$ cat src/rtl/sockit_str_if.sv
// Request/grant streaming link between a word source and a word sink.
//
// Handshake: ffo_req is the source's "valid" and ffo_grt is the sink's
// "ready". ffo_bus must be stable whenever ffo_req=1. A word moves on a rising
// clock edge where ffo_req & ffo_grt are both 1. Once the sink raises
// ffo_grt it keeps it high until a word moves. The only exceptions are a
// clear or a reset.
interface sockit_str_if #(
  parameter int DW = 8
) ();
  logic [DW-1:0] ffo_bus;
  logic          ffo_req;
  logic          ffo_grt;

  modport master (
    output ffo_bus,
    output ffo_req,
    input  ffo_grt
  );

  modport slave (
    input  ffo_bus,
    input  ffo_req,
    output ffo_grt
  );
endinterface

$ cat src/rtl/sockit_str_sink.sv
// Receive end of the req/grt streaming link used for CDC self-test.
// The block throttles the grant with an LFSR. It checks that received words
// form an incrementing sequence modulo 2^DW. It reports run status, the
// transfer count, the error count and the position of the first mismatch.
module sockit_str_sink #(
  parameter int          DW   = 8,
  parameter int          CW   = 16,
  parameter logic [15:0] SEED = 16'hace1
) (
  input  logic          ffo_clk,
  input  logic          ffo_rst,
  sockit_str_if.slave   str,
  input  logic          ctl_ena,
  input  logic          ctl_clr,
  input  logic [15:0]   ctl_prb,
  input  logic [CW-1:0] ctl_len,
  output logic          sts_busy,
  output logic          sts_done,
  output logic          sts_fail,
  output logic [CW-1:0] sts_cnt,
  output logic [CW-1:0] sts_err,
  output logic [CW-1:0] sts_fst,
  output logic [1:0]    dbg_state,
  output logic [15:0]   dbg_lfsr
);

  typedef enum logic [1:0] {
    S_IDLE  = 2'd0,
    S_RUN   = 2'd1,
    S_DRAIN = 2'd2,
    S_DONE  = 2'd3
  } state_t;

  // Galois feedback mask for x^16+x^14+x^13+x^11+1 in a right-shifting register
  localparam logic [15:0] LFSR_TAPS = 16'hb400;

  state_t        state_q, state_d;
  logic          grt_q, grt_d;
  logic [CW-1:0] cnt_q, cnt_d;
  logic [CW-1:0] err_q, err_d;
  logic [CW-1:0] fst_q, fst_d;
  logic          fail_q, fail_d;
  logic [DW-1:0] exp_q, exp_d;
  logic [15:0]   lfsr_q, lfsr_d;

  logic          xfer;
  logic          mismatch;
  logic          last_xfer;
  logic          grant_roll;
  logic [CW-1:0] cnt_inc;
  logic [15:0]   lfsr_step;

  assign xfer       = str.ffo_req & grt_q;
  // A 4-state compare makes X/Z data count as a mismatch in simulation
  assign mismatch   = (str.ffo_bus !== exp_q);
  assign cnt_inc    = cnt_q + 1'b1;
  // ctl_len is read live, so a length at or below the current count only
  // matches again after the counter wraps
  assign last_xfer  = (ctl_len != '0) && (cnt_inc == ctl_len);
  assign grant_roll = (ctl_prb == 16'hffff) || (lfsr_q < ctl_prb);
  assign lfsr_step  = lfsr_q[0] ? ((lfsr_q >> 1) ^ LFSR_TAPS) : (lfsr_q >> 1);

  // Next-state, grant and status update; clear overrides every other event
  always_comb begin
    state_d = state_q;
    grt_d   = grt_q;
    cnt_d   = cnt_q;
    err_d   = err_q;
    fst_d   = fst_q;
    fail_d  = fail_q;
    exp_d   = exp_q;
    lfsr_d  = lfsr_q;

    // Sequence checking for any word accepted while the grant is live
    if (((state_q == S_RUN) || (state_q == S_DRAIN)) && xfer) begin
      cnt_d = cnt_inc;
      exp_d = exp_q + 1'b1;
      if (mismatch) begin
        if (err_q != '1) err_d = err_q + 1'b1;
        fail_d = 1'b1;
        if (!fail_q) fst_d = cnt_q;
      end
    end

    case (state_q)
      S_IDLE: begin
        grt_d = 1'b0;
        if (ctl_ena) begin
          state_d = S_RUN;
          cnt_d   = '0;
          err_d   = '0;
          fst_d   = '0;
          fail_d  = 1'b0;
          exp_d   = '0;
        end
      end
      S_RUN: begin
        lfsr_d = lfsr_step;
        if (xfer && last_xfer) begin
          state_d = S_DONE;
          grt_d   = 1'b0;
        end else if (!ctl_ena) begin
          // An outstanding grant is honoured before going idle
          if (grt_q && !xfer) begin
            state_d = S_DRAIN;
            grt_d   = 1'b1;
          end else begin
            state_d = S_IDLE;
            grt_d   = 1'b0;
          end
        end else if (!grt_q || xfer) begin
          grt_d = grant_roll;
        end else begin
          grt_d = 1'b1;
        end
      end
      S_DRAIN: begin
        grt_d = 1'b1;
        if (xfer) begin
          state_d = S_IDLE;
          grt_d   = 1'b0;
        end
      end
      S_DONE: begin
        grt_d = 1'b0;
        if (!ctl_ena) state_d = S_IDLE;
      end
      default: begin
        state_d = S_IDLE;
        grt_d   = 1'b0;
      end
    endcase

    if (ctl_clr) begin
      state_d = S_IDLE;
      grt_d   = 1'b0;
      cnt_d   = '0;
      err_d   = '0;
      fst_d   = '0;
      fail_d  = 1'b0;
      exp_d   = '0;
    end
  end

  // State and status registers with asynchronous active-low reset
  always_ff @(posedge ffo_clk or negedge ffo_rst) begin
    if (!ffo_rst) begin
      state_q <= S_IDLE;
      grt_q   <= 1'b0;
      cnt_q   <= '0;
      err_q   <= '0;
      fst_q   <= '0;
      fail_q  <= 1'b0;
      exp_q   <= '0;
      lfsr_q  <= SEED;
    end else begin
      state_q <= state_d;
      grt_q   <= grt_d;
      cnt_q   <= cnt_d;
      err_q   <= err_d;
      fst_q   <= fst_d;
      fail_q  <= fail_d;
      exp_q   <= exp_d;
      lfsr_q  <= lfsr_d;
    end
  end

  assign str.ffo_grt = grt_q;
  assign sts_busy    = (state_q == S_RUN) || (state_q == S_DRAIN);
  assign sts_done    = (state_q == S_DONE);
  assign sts_fail    = fail_q;
  assign sts_cnt     = cnt_q;
  assign sts_err     = err_q;
  assign sts_fst     = fst_q;
  assign dbg_state   = state_q;
  assign dbg_lfsr    = lfsr_q;

endmodule
$ cat src/flat_wrapper.sv
// flat-port wrapper written by rule: the top's interface ports become plain ports
module sockit_str_sink_flat 
#(
  parameter int          DW   = 8,
  parameter int          CW   = 16,
  parameter logic [15:0] SEED = 16'hace1
)
  (ffo_clk, ffo_rst, ctl_ena, ctl_clr, ctl_prb, ctl_len, sts_busy, sts_done, sts_fail, sts_cnt, sts_err, sts_fst, dbg_state, dbg_lfsr, str_ffo_bus, str_ffo_req, str_ffo_grt);
  sockit_str_if #(.DW(DW)) str_i ();
  input  logic ffo_clk;
  input  logic ffo_rst;
  input  logic ctl_ena;
  input  logic ctl_clr;
  input  logic [15:0] ctl_prb;
  input  logic [CW-1:0] ctl_len;
  output logic sts_busy;
  output logic sts_done;
  output logic sts_fail;
  output logic [CW-1:0] sts_cnt;
  output logic [CW-1:0] sts_err;
  output logic [CW-1:0] sts_fst;
  output logic [1:0] dbg_state;
  output logic [15:0] dbg_lfsr;
  input wire logic [$bits(str_i.ffo_bus)-1:0] str_ffo_bus;
  input wire logic [$bits(str_i.ffo_req)-1:0] str_ffo_req;
  output wire logic [$bits(str_i.ffo_grt)-1:0] str_ffo_grt;
  assign str_i.ffo_bus = str_ffo_bus;
  assign str_i.ffo_req = str_ffo_req;
  assign str_ffo_grt = str_i.ffo_grt;
  sockit_str_sink #(.DW(DW), .CW(CW), .SEED(SEED)) u_core (.ffo_clk(ffo_clk), .ffo_rst(ffo_rst), .str(str_i), .ctl_ena(ctl_ena), .ctl_clr(ctl_clr), .ctl_prb(ctl_prb), .ctl_len(ctl_len), .sts_busy(sts_busy), .sts_done(sts_done), .sts_fail(sts_fail), .sts_cnt(sts_cnt), .sts_err(sts_err), .sts_fst(sts_fst), .dbg_state(dbg_state), .dbg_lfsr(dbg_lfsr));
endmodule
$ cat config.mk
export PLATFORM = sky130hd
export DESIGN_NAME = sockit_str_sink_flat
export DESIGN_NICKNAME = d
export VERILOG_FILES = /design/src/rtl/sockit_str_if.sv /design/src/rtl/sockit_str_sink.sv /design/src/flat_wrapper.sv
export SDC_FILE = /design/constraint.sdc
export NUM_CORES = 1
export LEC_CHECK = 0
export ABC_AREA = 0
export CORE_ASPECT_RATIO = 2
export CORE_MARGIN = 5
export CORE_UTILIZATION = 42
export CTS_BUF_LIST = sky130_fd_sc_hd__clkbuf_8
export DETAILED_ROUTE_END_ITERATION = 10
export GPL_ROUTABILITY_DRIVEN = 0
export PLACE_DENSITY = 0.74
export REMOVE_ABC_BUFFERS = 1
export SLEW_MARGIN = 10
export SYNTH_ARGS = -nofsm -noshare
export SYNTH_HDL_FRONTEND = slang
export SYNTH_SLANG_ARGS = --single-unit
$ cat constraint.sdc
create_clock -name ffo_clk -period 6.15 [get_ports ffo_clk]
set_input_delay 0.615 -clock ffo_clk [delete_from_list [all_inputs] [get_ports ffo_clk]]
set_output_delay 0.615 -clock ffo_clk [all_outputs]
set_load 0.03 [all_outputs]
==> results.ini, run 1 <==
[grt]
grt_overflow_total = 0
antenna_found_initial = 0
track_usage_pct = 18.13
grt_pass1_vias = 4107
grt_pass1_wl_um = 20010
grt_max_degree = 77

[clocking]
cts_setup_buffers = 0
cts_root_buffer = clkbuf_8
cts_tree = done
cts_sinks = 76
clk_latency_ns = 0.37
clkTransAtPathRegs_ns = 0.08
h-tree-depth = 3
cts_hold_buffers = 0
cts_buffer_depth = 2
post_cts_resized = 0
cts_made_buffers = 9

[worst_hold_path]
hold_class = in2async

[routing]
dr_total_vias = 3920
first_pass_iters = 5
drc = 0
post_drt_wl_per_cell_um = 16.66
ant_nets = 0
routed_wl_um = 12110
vias_per_cell = 5.392
dr.first_iter.drc_count = 158

[cells_and_area]
antenna_cells = 0
synthToLayoutAreaGrowth_pct = 27.63
layout_commonest_cell = clkdlybuf4s50_1
multiInputGateArea_um2 = 2471
stdcell_count = 727
mostFrequentLayoutCells = 113 x clkdlybuf4s50_1, 68 x dfrtp_1, 62 x nor2_1, 40 x xnor2_1, 29 x inv_1
nFillCells = 1028
register_area_um2 = 1912
nets = 650
drive_gt1_share_pct = 9.029

[sta]
hold_viol = 0
fin_setup_tns_ns = 0
skew_ns = 0.004917
rsz0062_at_grt = false
drv_slew = 0
finalCritPeriodShare_pct = 50.07
setup_viol = 0
worst_slew_pin_slew_ns = 1.155
fmax_mhz = 324.8
fin_ws_ns = 3.071
max_slew_margin_pct = 22.92
fin_crit_ns = 3.079

[critical_path]
critPathMaxFanout = 16
cp-end-kind = flop
reg2reg_from = u_core.dbg_state[1]
critPathLaunch = u_core.dbg_state[1]
worstPathRequired_ns = 6.36
critical_path_class = reg2reg
arrival_ns = 3.29
worstSetupStartpointType = flop

[floorplan]
start_util_pct = 42.99
die_w_um = 84.85
rows = 54
die_h_um = 159.7
boundaryPins = 115
dieArea_um2 = 13550
coreArea_um2 = 10950

[place]
io_buffers = 114
hpwlAfterDp_um = 9222
numPlacedInstances = 711
pre_cts_ws_ns = 2.827

[synthesis]
ys_seq_area_share_pct = 40.63
synth_edf_count = 0
async_flop_share_pct = 100.0
yosysUniqueCellTypes = 62
ys_ff_latch = 76
synthFlopType = dfrtp_1
syn_inst = 494
syn_area_um2 = 4706
syn-mean-instance-area_um2 = 9.526
ys_warn_count = 0

[power_and_ir_drop]
power_leakage_nw = 2.336
max-vdd-ir-drop_v = 0.0002543
power.total_mw = 1.531
powerDensity_nw_per_um2 = 254.9

[job]
drv_cap = 0

[outcome]
status = complete, no violations

-- worst max-delay path, stage by stage (launching register included) --
cell	delay, ns
dfrtp_1	0.46
inv_1	0.13
ha_1	0.34
and3_1	0.39
o21ai_1	0.31
nor2_2	0.95
mux2i_1	0.28
nor2_1	0.06
-- sequential cells by signal, summed over array words and instances (netlist names) --
register            flops
u_core.dbg_state        2
u_core.sts_err         16
u_core.sts_cnt         16
u_core.sts_fst         16
u_core.exp_q            8
u_core.dbg_lfsr        16
u_core.sts_fail         1
u_core.str.ffo_grt      1
-- per-stage QoR --
| step | hold slack [ns] | area (µm²) | utilization [%] |
|---|---|---|---|
| final | 0.3809 | 6006 | 54.87 |
| after global routing | 0.4811 | 6006 | 54.87 |
| after CTS | 0.4197 | 6006 | 54.87 |
| after detailed placement | 0.5156 | 5806 | 53.04 |
| after global placement | 0.5008 | 5806 | 53.04 |
| after floorplan | 0.3194 | 4488 | - |
-- cell families (layout without fill, tap and decap cells) --
logic type      count (synthesis)  after routing  synth area share (%)
buf+inv                        66            159                 6.939
simple gates                  179            179                 19.36
flops                          76             76                 40.63
mux                            33             33                 7.365
compound gates                 58             58                 8.615
xor+xnor                       59             59                 10.98
fa+ha+maj                      23             23                 6.115
-- final timing paths --
kind,endpoint,slack [ns],cells past startpoint
max in group asynchronous,u_core.exp_q[6],5.17,1
max reg2reg,u_core.sts_fst[10],3.07,7
min reg2reg,u_core.dbg_lfsr[10],0.52,2
min in group ffo_clk,u_core.dbg_lfsr[10],0.52,2
max,u_core.sts_fst[10],3.07,7
min,u_core.dbg_lfsr[3],0.38,1
-- layout make-up --
type                            count  share of cell area [%]
Clock inverter                      7                   1.271
Sequential cell                    76                   31.83
Multi-Input combinational cell    352                   41.15
Tap cell                          140                   2.917
Clock buffer                        9                   2.063
Timing Repair Buffer              114                   18.96
Inverter                           29                   1.812
-- Yosys cell counts (11+ instances only) --
| library cell | instances | share of area, % |
|---|---|---|
| dfrtp_1 | 68 | 36 |
| nor2_1 | 63 | 5.0 |
| xnor2_1 | 40 | 7.4 |
| inv_1 | 29 | 2.3 |
| nand2_1 | 26 | 2.1 |
| ha_1 | 23 | 6.1 |
| mux2i_1 | 20 | 4.3 |
| xor2_1 | 19 | 3.5 |
| buf_4 | 17 | 2.7 |
| nand3_1 | 17 | 1.8 |
| a21oi_1 | 16 | 1.7 |
| nand4_1 | 16 | 2.1 |
| nor3_1 | 15 | 1.6 |
| mux2_2 | 13 | 3.1 |
| clkbuf_1 | 12 | 0.96 |
| nor4_1 | 11 | 1.5 |
-- metal layers --
layer  part of all wire (%)  vias to the layer above  global-route usage, %
li1                       -                     1875                      -
met1                     39                     1871                  20.16
met2                     51                      146                  31.23
met3                    7.1                       28                  5.621
met4                    3.1                        0                  8.141
met5                      0                        -                      0
-- report_power, final --
part           switching [mW]  internal [mW]  leakage (nW)
logic                   0.258          0.237          1.23
registers              0.0740          0.574          1.01
clock network           0.198          0.189        0.0958
Power figures use the tool's default switching activity.
==> run 2, diff against run 1 <==
- PLACE_DENSITY: 0.74 -> 0.76
- clock period: 6.15 -> 2.6 ns (I/O delays scaled with it)
==> run 2 against run 1 <==
Net effect: sequential share of layout area is 0.91 points lower; clock skew increased by 0.0046 ns; wire length rose by 2.9%; critical endpoint is now u_core.dbg_state[1]; largest cell class unchanged; core utilization up 1.7 points; combinational power up 140%; worst setup slack got worse by 2.9 ns; total power is 140% higher; die area unchanged; hold slack worse by 0.33 ns.
==> results.ini, run 2 (same netlist as run 1, synthesis figures left out) <==
[cells_and_area]
nets = 669
fin_area_um2 = 6187
mostFrequentLayoutCells = 113 x clkdlybuf4s50_1, 67 x dfrtp_1, 62 x nor2_1, 40 x xnor2_1, 29 x inv_1
nFillCells = 996
layout_commonest_cell = clkdlybuf4s50_1
drive_gt1_share_pct = 12.21
synthToLayoutAreaGrowth_pct = 31.48
antenna_cells = 0

[critical_path]
r2r_cells = 7
worstPathRequired_ns = 2.84
crit_cells = 7
critPathMaxFanout = 6
critical_path_class = reg2reg
arrival_ns = 2.65
crit_chain = ha_2 -> nand4_1 -> nor4_1 -> a21boi_0 -> a2bb2oi_1 -> nand4_2 -> a221o_1
cp-end-kind = flop
critPathMaxStageDelay_ns = 0.46
worstSetupStartpointType = flop
cp.buffers_inverters = 0
worst_path_max_delay_cell = dfrtp_1
cpLargestDelayFamily = compound AO/OA/AOI/OAI gates

[floorplan]
rows = 54
boundaryPins = 115
start_util_pct = 42.99
die_w_um = 84.85
dieArea_um2 = 13550
die_h_um = 159.7
coreArea_um2 = 10950

[outcome]
status = complete, no violations

[clocking]
cts_made_buffers = 9
cts_buffer_depth = 2
h-tree-depth = 3
clk_latency_ns = 0.36
cts_sinks = 76
cts_tree = done
clkTransAtPathRegs_ns = 0.09
cts_root_buffer = clkbuf_8

[grt]
track_usage_pct = 19.10
grt_overflow_total = 0
antenna_found_initial = 0
grt_max_degree = 77
grt_pass1_wl_um = 20990
grt_pass1_vias = 4297

[routing]
vias_per_cell = 5.373
drc = 0
dr.first_iter.drc_count = 221
first_pass_iters = 5
post_drt_wl_per_cell_um = 16.71
routed_wl_um = 12470
ant_nets = 0
dr_total_vias = 4008

[worst_hold_path]
hold_class = in2async

[power_and_ir_drop]
swShare_pct = 33.48
max-vdd-ir-drop_v = 0.0004640
pwr-share-clk_pct = 27.0
combPwrFrac_pct = 32.0
p_int_mw = 2.473
powerDensity_nw_per_um2 = 600.9
power_leakage_nw = 2.447
pwr-share-seq_pct = 41.0
power_switching_mw = 1.245

[sta]
skew_ns = 0.009529
fmax_mhz = 413.6
setup_viol = 0
finalCritPeriodShare_pct = 93.00
drv_slew = 0
fin_crit_ns = 2.418
fin_setup_tns_ns = 0
worst_slew_pin_slew_ns = 0.9648
rsz0062_at_grt = false
hold_viol = 0
max_slew_margin_pct = 35.68

[place]
io_buffers = 114
placed_cell_area_um2 = 5938
hpwlAfterDp_um = 9639

[job]
drv_cap = 0

-- run 2: changes by cell type in the layout (fill, tap and decap cells not counted) --
cell,delta
buf_12,+1
buf_4,+18
bufinv_16,+1
clkinvlp_4,-1
dfrtp_1,-1
dfrtp_2,+1
ha_1,-1
ha_2,+1
-- run 2: stage by stage --
| stage | std cells | hold WS (ns) | total power [mW] | worst slack (ns) | util [%] |
|---|---|---|---|---|---|
| 2_1_floorplan | 457 | -0.03559 | 2.215 | -0.6277 | - |
| 3_3_place_gp | 727 | 0.4742 | 2.712 | 0.2421 | 54.25 |
| 3_5_place_dp | 727 | 0.4857 | 2.748 | 0.1082 | 54.25 |
| 4_1_cts | 743 | 0.08766 | 3.768 | 0.04865 | 56.29 |
| 5_1_grt | 746 | 0.1348 | 3.924 | 0.003699 | 56.53 |
| 6_report | 746 | 0.05357 | 3.718 | 0.1820 | 56.53 |
-- run 2: worst register-to-register path, cell delays in order (launching register included) --
cell       delay, ns
dfrtp_1         0.46
ha_2            0.29
nand4_1         0.24
nor4_1          0.29
a21boi_0        0.26
a2bb2oi_1       0.23
nand4_2         0.17
a221o_1         0.36
-- run 2: repair_timing --
action	in CTS	in global routing
endpoints found under the setup margin	0	3
resized for setup	0	2
setup buffers	0	3
hold buffers	0	0
-- run 2: final timing paths --
path                                           from             endpoint  slack, ns
worst max register to register    u_core.sts_cnt[1]  u_core.dbg_state[1]       0.18
max in group asynchronous                   ffo_rst    u_core.sts_cnt[0]       1.86
worst min register to register  u_core.dbg_lfsr[13]  u_core.dbg_lfsr[13]       0.53
worst max-delay path              u_core.sts_cnt[1]  u_core.dbg_state[1]       0.18
min in group ffo_clk            u_core.dbg_lfsr[13]  u_core.dbg_lfsr[13]       0.53
worst min-delay path                        ffo_rst   u_core.dbg_lfsr[4]       0.05
-- run 2: routing by layer --
layer | wire [µm] | vias to the layer above | track usage (%) | share of wire, %
li1 | - | 1912 | - | -
met1 | 4626 | 1924 | 20.03 | 37
met4 | 477 | 0 | 9.942 | 3.8
met5 | 0 | - | 0 | 0
met3 | 755 | 34 | 4.487 | 6.1
met2 | 6604 | 138 | 34.55 | 53
-- run 2: layout make-up --
cell class	instances	area [µm²]	area share (%)
multi-input combinational	352	2474	39.98
clock inverter	7	98.84	1.598
sequential	76	1913	30.92
tap	140	175.2	2.831
inverter	29	108.9	1.759
timing repair buffer	133	1294	20.91
clock buffer	9	123.9	2.002
-- run 2: power groups by stage --
stage	Sequential, mW	Combinational (mW)	Clock (mW)
finish	1.53	1.19	1.00
global route	1.55	1.29	1.09
CTS	1.53	1.20	1.04
detailed placement	1.55	1.20	0
global placement	1.55	1.16	0
floorplan	1.77	0.449	0
